### src/rtl/secuenciador_barrido.sv
// secuenciador_barrido: applies the 8 input vectors {A,B,C} to a 3-input logic block,
// waits for it to settle and counts the vectors whose 6 outputs differ from GOLDEN.
module secuenciador_barrido #(
    parameter int          SETTLE_CYCLES = 2,
    parameter logic [47:0] GOLDEN        = 48'h0
) (
    input  logic       clk,
    input  logic       rst,
    input  logic       inicio,
    input  logic [5:0] s_in,
    output logic [2:0] abc,
    output logic       ocupado,
    output logic       listo,
    output logic       aprobado,
    output logic [3:0] errores,
    output logic [2:0] primer_fallo,
    output logic       fallo_valido
);
    typedef enum logic [2:0] {IDLE, APLICAR, ESPERA, CAPTURA, FIN} state_t;
    localparam logic [3:0] SETTLE = 4'(SETTLE_CYCLES);
    state_t     state, state_n;
    logic [2:0] idx, idx_n, primer_fallo_n;
    logic [3:0] cnt, cnt_n, errores_n;
    logic       fallo_valido_n, aprobado_n, mismatch;
    assign mismatch = s_in != GOLDEN[6*idx +: 6];
    assign ocupado  = state != IDLE;
    assign listo    = state == FIN;
    always_comb begin
        state_n        = state;
        idx_n          = idx;
        cnt_n          = cnt;
        errores_n      = errores;
        primer_fallo_n = primer_fallo;
        fallo_valido_n = fallo_valido;
        aprobado_n     = aprobado;
        case (state)
            IDLE: if (inicio) begin
                state_n        = APLICAR;
                idx_n          = 3'd0;
                errores_n      = 4'd0;
                primer_fallo_n = 3'd0;
                fallo_valido_n = 1'b0;
                aprobado_n     = 1'b0;
            end
            APLICAR: begin
                state_n = SETTLE == 4'd0 ? CAPTURA : ESPERA;
                cnt_n   = SETTLE;
            end
            ESPERA: begin
                cnt_n   = cnt - 4'd1;
                state_n = cnt <= 4'd1 ? CAPTURA : ESPERA;
            end
            CAPTURA: begin
                errores_n = mismatch ? errores + 4'd1 : errores;
                if (mismatch && !fallo_valido) begin
                    primer_fallo_n = idx;
                    fallo_valido_n = 1'b1;
                end
                // the last vector's own mismatch must already count towards aprobado
                state_n    = idx == 3'd7 ? FIN : APLICAR;
                idx_n      = idx == 3'd7 ? idx : idx + 3'd1;
                aprobado_n = idx == 3'd7 ? errores_n == 4'd0 : aprobado;
            end
            FIN:     state_n = IDLE;
            default: state_n = IDLE;
        endcase
    end
    always_ff @(posedge clk or posedge rst) begin
        if (rst) begin
            state        <= IDLE;
            idx          <= 3'd0;
            cnt          <= 4'd0;
            abc          <= 3'd0;
            errores      <= 4'd0;
            primer_fallo <= 3'd0;
            fallo_valido <= 1'b0;
            aprobado     <= 1'b0;
        end else begin
            state        <= state_n;
            idx          <= idx_n;
            cnt          <= cnt_n;
            abc          <= state_n == IDLE ? 3'd0 : idx_n;
            errores      <= errores_n;
            primer_fallo <= primer_fallo_n;
            fallo_valido <= fallo_valido_n;
            aprobado     <= aprobado_n;
        end
    end
endmodule

### config.mk
export PLATFORM = sky130hd
export DESIGN_NAME = secuenciador_barrido
export DESIGN_NICKNAME = d
export VERILOG_FILES = /design/src/rtl/secuenciador_barrido.sv
export SDC_FILE = /design/constraint.sdc
export NUM_CORES = 1
export LEC_CHECK = 0
export ABC_AREA = 1
export BUFFER_PORTS_ARGS = -buffer_cell sky130_fd_sc_hd__buf_2
export CORE_AREA = 2 2 47 60
export CTS_BUF_LIST = sky130_fd_sc_hd__clkbuf_4
export DETAILED_ROUTE_END_ITERATION = 8
export DIE_AREA = 0 0 49 62
export GPL_TIMING_DRIVEN = 0
export PLACE_DENSITY = 0.74
export SLEW_MARGIN = 20
export SYNTH_ARGS = -nofsm -noshare
export SYNTH_HDL_FRONTEND = slang
export SYNTH_SLANG_ARGS = --single-unit
### constraint.sdc
create_clock -name clk -period 1.3 [get_ports clk]
set_input_delay 0.26 -clock clk [delete_from_list [all_inputs] [get_ports clk]]
set_output_delay 0.26 -clock clk [all_outputs]
set_load 0.01 [all_outputs]
==> metrics.csv, run 1 <==
stage;metric;value;unit
logic_synthesis;yosysWarnings;0;
final_layout;final_cells;207;
logic_synthesis;synthCells;132;
min_path;min-delay-path-class;in2async;
drt;first_pass_iters;5;
cts;root_buffer;clkbuf_4;
final_layout;fillers;224;
logic_synthesis;synth-seq-cells;22;
global_route;track_usage;0.188;
cts;htree_levels;1;
critical_path;cp.arrival;1.09;ns
critical_path;cp_slowest_cell;dfrtp_2;
cts;postCtsHoldBufs;0;
critical_path;worst-path-max-fanout;4;
drt;num_vias;1038;
sta;timing.final.crit_share;1.04;
critical_path;crit_chain;inv_2 -> nand3_2 -> buf_6;
pwr;p_leak;0.813;nW
floorplan;rows;21;
floorplan;ios;23;
outcome;violations;negative setup slack;
global_route;overflow;0;
global_route;grt_pass1_vias;997;
drt;vias_per_cell;5.01;
sta;max_freq;743;MHz
floorplan;dieWidth;49;um
cts;clk_latency;0.32;ns
cts;clockBufferDepth;2;
critical_path;crit_path_end_kind;output pin;
outcome;status;finished, violations left;
critical_path;critical_path_required;1.04;ns
drt;drt_iter0_markers;15;
final_layout;drive_above_1_share;0.474;
sta;relSlewSlack;0.431;
critical_path;path_buf_inv;2;
final_layout;layout_common_cells;nand2_1 (22), buf_2 (21), dfrtp_1 (20), inv_1 (13), buf_4 (11);
global_route;antenna_found_initial;0;
cts;cts.sinks;22;
run;drv_cap;0;
final_layout;layout_commonest_cell;nand2_1;
pwr;powerDensity;2180;nW/um2
sta;setup_slack;-0.0457;ns
sta;slew_violations;0;
floorplan;die-area;3040;um2
placed_design;placed_cell_area;1360;um2
logic_synthesis;synth.distinct_cells;28;
logic_synthesis;syn_area;1200;um2
critical_path;start_kind;register;
logic_synthesis;synthesis.nets;145;
sta;finalSetupViolCount;6;
placed_design;gp_congestion;0.783;
floorplan;core_area;2550;um2
cts;cts_buffers;3;
cts;clkTransAtPathRegs;0.12;ns
placed_design;numPortBuffers;22;
sta;skew;0.00202;ns
placed_design;numPlacedInstances;188;
critical_path;crit_type;reg2out;
sta;hold_viol;0;
critical_path;worst_path_dominant_cell_family;flip-flops;
global_route;grt_max_degree;23;
logic_synthesis;ys_seq_area_frac;0.458;
floorplan;initial_core_util;0.471;
drt;wire_per_inst;12.8;um
drt;postRouteAntennaNets;0;
drt;wirelength;2.66;mm
final_layout;n_antenna_cell;0;
placed_design;dpl.hpwl;1.80;mm
critical_path;critPathMaxStageDelay;0.48;ns
final_layout;syn_to_final_growth;31.0;%
logic_synthesis;syn_area_per_cell;9.10;um2
final_layout;design_area;1570;um2
final_layout;nets;187;
sta;tns;-0.183;ns
drt;drc;0;
sta;rsz0062_at_grt;yes;
floorplan;die_y;62;um
cts;cts_tree;done;
sta;post-route-min-period;1.35;ns
sta;tightest_slew;0.852;ns
pwr;ir_worst_vdd;1.24;mV
global_route;grt_pass1_wl;4.23;mm
## state kept, by name (all words and copies together), names as in the netlist
name and count:
abc 3, state 3, cnt 4, fallo_valido 1
primer_fallo 3, errores 4, aprobado 1, idx 3
## report_power, final
part	switching, mW	total (mW)	internal [mW]
Clock	0.220	0.333	0.113
Sequential	0.213	1.15	0.936
Combinational	1.07	1.96	0.884
## path summary, 6_finish.rpt
path / start / to / slack, ns / cells past startpoint
worst max-delay path: state[0]$_DFF_PP0_ / ocupado / -0.05 / 3
max in group asynchronous: rst / errores[0]$_DFFE_PP0P_ / 0.63 / 2
worst max register to register: state[0]$_DFF_PP0_ / abc[2]$_DFF_PP0_ / -0.03 / 8
min in group clk: s_in[1] / errores[0]$_DFFE_PP0P_ / 0.33 / 4
worst min-delay path: rst / abc[1]$_DFF_PP0_ / 0.09 / 2
worst min register to register: cnt[3]$_DFFE_PP0P_ / cnt[3]$_DFFE_PP0P_ / 0.52 / 1
## cell families after synthesis
logic type / share of synthesized area
AOI/OAI and AO/OA: 0.0740
xor gates and xnor gates: 0.0146
adders and majority gates: 0.0417
buffers and inverters: 0.0729
DFF: 0.458
and+or+nand+nor: 0.339
## synth_stat cells
| cell | n | area (um2) |
|---|---|---|
| nand2_1 | 23 | 86.3 |
| dfrtp_1 | 22 | 551 |
| inv_1 | 13 | 48.8 |
| nand3_1 | 9 | 45.0 |
| inv_2 | 8 | 30.0 |
| nor2_1 | 8 | 30.0 |
| nand2_2 | 5 | 31.3 |
| o21ai_0 | 5 | 25.0 |
| ha_1 | 4 | 50.1 |
| nand4_1 | 4 | 25.0 |
| a21oi_1 | 3 | 15.0 |
| nand3_2 | 3 | 30.0 |
| nor2_2 | 3 | 18.8 |
| o21ai_1 | 3 | 15.0 |
| nand2_4 | 2 | 22.5 |
| nand3_4 | 2 | 35.0 |
| nor2_4 | 2 | 22.5 |
| nor3_1 | 2 | 10.0 |
| or2_2 | 2 | 12.5 |
| a22oi_1 | 1 | 7.51 |
| a31oi_1 | 1 | 6.26 |
| clkinv_4 | 1 | 8.76 |
| nand4_4 | 1 | 21.3 |
| nor3_4 | 1 | 16.3 |
| o211ai_2 | 1 | 12.5 |
| o21a_1 | 1 | 7.51 |
| xnor2_1 | 1 | 8.76 |
| xor2_1 | 1 | 8.76 |
## per-layer routing
metal	global-route usage	vias up	part of all wire
li1	-	513	-
met1	0.206	486	0.41
met2	0.342	26	0.51
met3	0.0215	13	0.023
met4	0.151	0	0.058
met5	0	-	0
## what timing repair did
item,CTS,global route
setup buffers,12,3
endpoints found under the setup margin,5,13
cloned,0,0
pin swaps,4,8
resized for setup,8,9
## cell type report
cell class | count | area (um2) | area share
clock inverter | 1 | 3.75 | 0.00238
tap | 34 | 42.5 | 0.0270
sequential | 22 | 553 | 0.351
clock buffer | 3 | 22.5 | 0.0143
timing repair buffer | 37 | 253 | 0.161
multi-input combinational | 88 | 604 | 0.384
inverter | 22 | 95.1 | 0.0604
## metrics by stage
stage               hold WS [ns]  utilization  worst slack, ns  power [mW]
finish                    0.0927        0.618          -0.0457        3.44
global route               0.177        0.618           -0.103        3.73
detailed placement         0.476        0.532          -0.0492        2.63
global placement           0.448        0.532          -0.0347        2.57
CTS                        0.129        0.597          -0.0204        3.27
floorplan                  0.249            -           0.0382        2.26
Power figures use the tool's default switching activity.
==> run 2: changes to the inputs <==
--- a/config.mk
+++ b/config.mk
@@ -7,12 +7,12 @@
 export LEC_CHECK = 0
 export ABC_AREA = 1
 export BUFFER_PORTS_ARGS = -buffer_cell sky130_fd_sc_hd__buf_2
-export CORE_AREA = 2 2 47 60
+export CORE_AREA = 2 2 45 58
 export CTS_BUF_LIST = sky130_fd_sc_hd__clkbuf_4
 export DETAILED_ROUTE_END_ITERATION = 8
-export DIE_AREA = 0 0 49 62
+export DIE_AREA = 0 0 47 60
 export GPL_TIMING_DRIVEN = 0
-export PLACE_DENSITY = 0.74
+export PLACE_DENSITY = 0.77
 export SLEW_MARGIN = 20
 export SYNTH_ARGS = -nofsm -noshare
 export SYNTH_HDL_FRONTEND = slang
==> constraint.sdc (replaced) <==
create_clock -name clk -period 1.5 [get_ports clk]
set_input_delay 0.3 -clock clk [delete_from_list [all_inputs] [get_ports clk]]
set_output_delay 0.3 -clock clk [all_outputs]
set_load 0.01 [all_outputs]
==> metrics.csv, run 2 (synthesis results as in run 1) <==
stage;metric;value;unit;change
final_layout;largestRegisters;cnt (4), errores (4);;unchanged
critical_path;critPathMaxStageDelay;0.46;ns;was 0.48 ns
critical_path;path_buf_inv;2;;unchanged
cts;htree_levels;1;;unchanged
placed_design;numPortBuffers;22;;unchanged
drt;met1_length;903;um;was 1.08 mm
critical_path;crit_type;reg2out;;unchanged
sta;relSlewSlack;0.444;;was 0.431
cts;clkTransAtPathRegs;0.12;ns;about the same
sta;timing.final.crit_share;0.972;;
drt;wirelength;2.08;mm;was 2.66 mm
pwr;swShare;0.450;;was 0.438
sta;hold_viol;0;;unchanged
placed_design;placed_cell_area;1350;um2;was 1360 um2
floorplan;dieWidth;47;um;was 49 um
critical_path;r2r_slack;0.13;ns;was -0.03 ns
min_path;min-delay-path-class;in2async;;unchanged
sta;tightest_slew;0.833;ns;was 0.852 ns
critical_path;worstSetupPathDepth;3;;unchanged
global_route;overflow;0;;unchanged
cts;cts_buffers;3;;unchanged
final_layout;layout_common_cells;nand2_1 (22), buf_2 (22), dfrtp_1 (21), inv_1 (13), nand3_1 (9);;was nand2_1 (22), buf_2 (21), dfrtp_1 (20), inv_1 (13), buf_4 (11)
final_layout;design_area;1390;um2;was 1570 um2
final_layout;final_cells;191;;was 207
drt;num_vias;955;;was 1038
critical_path;reg2reg_depth;7;;was 8
placed_design;dpl.hpwl;1.66;mm;was 1.80 mm
sta;max_freq;686;MHz;
global_route;grt_max_degree;23;;unchanged
sta;post-route-min-period;1.46;ns;
cts;root_buffer;clkbuf_4;;unchanged
sta;finalSetupViolCount;0;;was 6
final_layout;fillers;210;;was 224
final_layout;n_antenna_cell;0;;unchanged
drt;wire_per_inst;10.9;um;was 12.8 um
cts;clockBufferDepth;2;;unchanged
pwr;p_comb_frac;0.495;;was 0.569
critical_path;reg2reg_from;idx[1]$_DFF_PP0_;;was state[0]$_DFF_PP0_
pwr;power.share.sequential;0.397;;was 0.334
drt;vias_per_cell;5.00;;was 5.01
pwr;p_switching;1.14;mW;was 1.51 mW
floorplan;die-area;2820;um2;was 3040 um2
placed_design;numPlacedInstances;187;;was 188
floorplan;core_area;2300;um2;was 2550 um2
critical_path;r2r_end;abc[1]$_DFF_PP0_;;was abc[2]$_DFF_PP0_
floorplan;die_y;60;um;was 62 um
sta;skew;0.0105;ns;was 0.00202 ns
global_route;grt_pass1_vias;865;;was 997
sta;rsz0062_at_grt;yes;;unchanged
critical_path;cp-startpoint;state[1]$_DFF_PP0_;;was state[0]$_DFF_PP0_
critical_path;critical_path_required;1.20;ns;was 1.04 ns
critical_path;crit_end;ocupado;;unchanged
global_route;grt_pass1_wl;3.46;mm;was 4.23 mm
critical_path;crit_path_end_kind;output pin;;unchanged
global_route;track_usage;0.169;;was 0.188
drt;postRouteAntennaNets;0;;unchanged
critical_path;start_kind;register;;unchanged
global_route;antenna_found_initial;0;;unchanged
drt;drt_iter0_markers;11;;was 15
critical_path;cp_slowest_cell;dfrtp_1;;was dfrtp_2
pwr;p_leak;0.726;nW;was 0.813 nW
drt;wl_met2;1.10;mm;was 1.36 mm
cts;clk_latency;0.31;ns;was 0.32 ns
pwr;powerDensity;1820;nW/um2;was 2180 nW/um2
critical_path;cp.arrival;1.16;ns;was 1.09 ns
final_layout;syn_to_final_growth;15.5;%;was 31.0%
outcome;status;complete, no violations;;was finished, violations left
drt;drc;0;;unchanged
critical_path;crit_chain;inv_2 -> nand3_1 -> buf_2;;was inv_2 -> nand3_2 -> buf_6
pwr;internal-power;1.39;mW;was 1.93 mW
pwr;ir_worst_vdd;0.987;mV;was 1.24 mV
drt;first_pass_iters;4;;was 5
final_layout;drive_above_1_share;0.373;;was 0.474
final_layout;nets;172;;was 187
floorplan;rows;20;;was 21
floorplan;initial_core_util;0.522;;was 0.471
drt;topRoutingLayerUsed;met4;;unchanged
pwr;p_clk_frac;0.107;;was 0.097
drt;wl_met3;53;um;was 62 um
critical_path;worst_path_dominant_cell_family;flip-flops;;unchanged
run;drv_cap;0;;unchanged
floorplan;ios;23;;unchanged
cts;cts_tree;done;;unchanged
cts;cts.sinks;22;;unchanged
sta;slew_violations;0;;unchanged
cts;postCtsHoldBufs;0;;unchanged
placed_design;gp_congestion;0.844;;was 0.783
critical_path;worst-path-max-fanout;4;;unchanged
[run 2: how the worst min path moves through the flow]
stage | start | end | depth (start not counted)
global placement | cnt[3]$_DFFE_PP0P_ | cnt[3]$_DFFE_PP0P_ | 1
global route | rst | abc[1]$_DFF_PP0_ | 2
finish | rst | abc[1]$_DFF_PP0_ | 2
CTS | rst | abc[1]$_DFF_PP0_ | 2
detailed placement | cnt[3]$_DFFE_PP0P_ | cnt[3]$_DFFE_PP0P_ | 1
floorplan | rst | abc[0]$_DFF_PP0_ | 1
[run 2: metrics by stage]
stage	total power, mW	setup TNS (ns)	util	hold WS (ns)	setup WS (ns)
final	2.53	0	0.603	0.133	0.0420
after global routing	2.76	-0.0235	0.603	0.208	-0.0235
after CTS	2.55	0	0.599	0.157	0.0443
after detailed placement	2.27	0	0.588	0.476	0.0781
after global placement	2.22	0	0.588	0.470	0.114
after floorplan	1.95	0	-	0.289	0.191
[run 2: metal layers]
| metal | track usage | vias to the layer above |
|---|---|---|
| met5 | 0 | - |
| met4 | 0.0595 | 0 |
| met3 | 0.0181 | 4 |
| met2 | 0.309 | 17 |
| met1 | 0.194 | 448 |
| li1 | - | 486 |
[run 2: timing repair]
action                     4_1_cts  5_1_grt
setup endpoints to repair        0        2
setup buffers                    0        0
gates resized for setup          0        3
[run 2: cell type report]
cell class	instances	area, um2	area share
Timing Repair Buffer	22	110	0.0794
Clock inverter	1	3.75	0.00271
Tap cell	33	41.3	0.0298
Sequential cell	22	552	0.398
Inverter	22	87.6	0.0631
Multi-Input combinational cell	88	571	0.411
Clock buffer	3	22.5	0.0162
[run 2: power groups by stage]
stage | Combinational (mW) | Sequential [mW] | Clock [mW]
global placement | 1.22 | 1.00 | 0
finish | 1.25 | 1.00 | 0.271
global route | 1.42 | 1.04 | 0.302
floorplan | 0.915 | 1.04 | 0
detailed placement | 1.26 | 1.01 | 0
CTS | 1.27 | 0.993 | 0.284
==> run 3: changes to the inputs <==
--- a/config.mk
+++ b/config.mk
@@ -7,10 +7,10 @@
 export LEC_CHECK = 0
 export ABC_AREA = 1
 export BUFFER_PORTS_ARGS = -buffer_cell sky130_fd_sc_hd__buf_2
-export CORE_AREA = 2 2 45 58
+export CORE_AREA = 4 4 47 60
 export CTS_BUF_LIST = sky130_fd_sc_hd__clkbuf_4
 export DETAILED_ROUTE_END_ITERATION = 8
-export DIE_AREA = 0 0 47 60
+export DIE_AREA = 0 0 51 64
 export GPL_TIMING_DRIVEN = 0
 export PLACE_DENSITY = 0.77
 export SLEW_MARGIN = 20
==> metrics.csv, run 3 (synthesis results as in run 1) <==
stage;metric;value;unit;change
final_layout;largestRegisters;cnt (4), errores (4);;unchanged
critical_path;cp.arrival;1.66;ns;was 1.16 ns
floorplan;die-area;3260;um2;was 2820 um2
global_route;met3_usage;0.0163;;was 0.0181
drt;num_vias;959;;was 955
drt;drc;0;;unchanged
final_layout;layout_commonest_cell;nand2_1;;
cts;clk_latency;0.31;ns;about the same
final_layout;post-route-util;0.603;;about the same
drt;wirelength;2.30;mm;was 2.08 mm
final_layout;nets;175;;was 172
drt;postRouteAntennaNets;0;;unchanged
global_route;overflow;0;;unchanged
pwr;ir_worst_vdd;1.19;mV;was 0.987 mV
placed_design;numPortBuffers;22;;unchanged
sta;relSlewSlack;0.452;;was 0.444
final_layout;multi_input_area;563;um2;was 571 um2
critical_path;critPathMaxStageDelay;0.42;ns;was 0.46 ns
placed_design;numPlacedInstances;187;;unchanged
sta;timing.final.crit_share;0.966;;was 0.972
final_layout;layout_common_cells;nand2_1 (23), buf_2 (22), dfrtp_1 (21), inv_1 (13), nand3_1 (9);;was nand2_1 (22), buf_2 (22), dfrtp_1 (21), inv_1 (13), nand3_1 (9)
sta;setup_slack;0.0510;ns;was 0.0420 ns
sta;hold_slack;0.126;ns;was 0.133 ns
critical_path;worst-path-max-fanout;4;;unchanged
cts;htree_levels;1;;unchanged
global_route;grt_pass1_wl;4.14;mm;was 3.46 mm
final_layout;final_cells;194;;was 191
cts;clockBufferDepth;2;;unchanged
run;drv_cap;0;;unchanged
critical_path;start_kind;register;;unchanged
outcome;status;complete, no violations;;unchanged
floorplan;core_area;2330;um2;was 2300 um2
sta;max_freq;690;MHz;was 686 MHz
cts;cts.sinks;22;;unchanged
min_path;min-delay-path-class;in2async;;unchanged
sta;hold_viol;0;;unchanged
drt;first_pass_iters;4;;unchanged
global_route;met2_usage;0.305;;was 0.309
floorplan;ios;23;;unchanged
cts;cts_buffers;3;;unchanged
sta;tightest_slew;0.821;ns;was 0.833 ns
placed_design;gp_congestion;0.782;;was 0.844
global_route;antenna_found_initial;0;;unchanged
placed_design;dpl.hpwl;1.82;mm;was 1.66 mm
pwr;powerDensity;1830;nW/um2;was 1820 nW/um2
sta;post-route-min-period;1.45;ns;was 1.46 ns
final_layout;n_antenna_cell;0;;unchanged
drt;vias_per_cell;4.94;;was 5.00
critical_path;crit_path_end_kind;register;;was output pin
final_layout;syn_to_final_growth;16.8;%;was 15.5%
cts;clkTransAtPathRegs;0.12;ns;about the same
critical_path;crit_type;reg2reg;;was reg2out
final_layout;seq_area;552;um2;unchanged
final_layout;fillers;210;;unchanged
final_layout;drive_above_1_share;0.373;;about the same
critical_path;crit_chain;ha_1 -> nand2_1 -> or2_2 -> o211ai_2 -> nand2_2 -> inv_2 -> nor2_2;;was inv_2 -> nand3_1 -> buf_2
global_route;grt.busiest_layer;met2;;unchanged
critical_path;reg2reg_depth;7;;unchanged
cts;root_buffer;clkbuf_4;;unchanged
critical_path;critical_path_required;1.72;ns;was 1.20 ns
floorplan;dieWidth;51;um;was 47 um
sta;skew;0.00553;ns;was 0.0105 ns
critical_path;cp_slowest_cell;dfrtp_1;;unchanged
sta;finalSetupViolCount;0;;unchanged
cts;cts_tree;done;;unchanged
sta;slew_violations;0;;unchanged
floorplan;die_y;64;um;was 60 um
drt;drt_iter0_markers;22;;was 11
global_route;met1_usage;0.186;;was 0.194
floorplan;rows;20;;unchanged
global_route;track_usage;0.164;;was 0.169
drt;wire_per_inst;11.8;um;was 10.9 um
pwr;p_leak;0.739;nW;was 0.726 nW
cts;postCtsHoldBufs;0;;unchanged
placed_design;place_ws;0.0760;ns;was 0.0781 ns
sta;rsz0062_at_grt;yes;;unchanged
global_route;grt_max_degree;23;;unchanged
floorplan;initial_core_util;0.516;;was 0.522
global_route;grt_pass1_vias;956;;was 865
run 3: routing by layer:
metal	share of wire	up-vias
met4	0.023	0
li1	-	488
met1	0.40	448
met5	0	-
met2	0.55	17
met3	0.031	6
run 3: worst max-delay path, delay by kind of cell, from the launching register on:
| kind | cells | cell delay (ns) |
|---|---|---|
| flops | 1 | 0.42 |
| compound gates | 1 | 0.07 |
| simple gates | 4 | 0.62 |
| buf+inv | 1 | 0.05 |
| fa+ha+maj | 1 | 0.20 |
run 3: final timing paths:
path / start / end / slack, ns
max in group asynchronous: rst / state[0]$_DFF_PP0_ / 0.81
min in group clk: s_in[0] / errores[0]$_DFFE_PP0P_ / 0.35
worst min-delay path: rst / abc[2]$_DFF_PP0_ / 0.13
worst max-delay path: idx[0]$_DFF_PP0_ / abc[1]$_DFF_PP0_ / 0.05
worst min register to register: cnt[3]$_DFFE_PP0P_ / cnt[3]$_DFFE_PP0P_ / 0.50
worst max register to register: idx[0]$_DFF_PP0_ / abc[1]$_DFF_PP0_ / 0.05
run 3: report_power, final:
part / internal (mW) / total, mW / switching (mW)
Sequential: 0.809 / 1.01 / 0.196
Combinational: 0.502 / 1.28 / 0.780
Clock: 0.0973 / 0.273 / 0.175
run 3: final cells by class:
type | count | share of cell area
clock buffers | 3 | 0.0161
clock inverters | 1 | 0.00268
inverters | 22 | 0.0624
multi-input cells | 88 | 0.401
flip-flops and latches | 22 | 0.393
well taps | 33 | 0.0294
repair buffers | 25 | 0.0946
run 3: per-stage QoR:
| stage | power, mW | cell area, um2 | TNS [ns] |
|---|---|---|---|
| final | 2.56 | 1400 | 0 |
| after global routing | 2.81 | 1400 | -0.0229 |
| after CTS | 2.57 | 1380 | 0 |
| after detailed placement | 2.29 | 1350 | 0 |
| after global placement | 2.23 | 1350 | 0 |
| after floorplan | 1.95 | 1200 | 0 |
run 3: repair_timing:
item	CTS	global route
setup endpoints to repair	0	3
gates resized for setup	0	1
buffers inserted	0	3
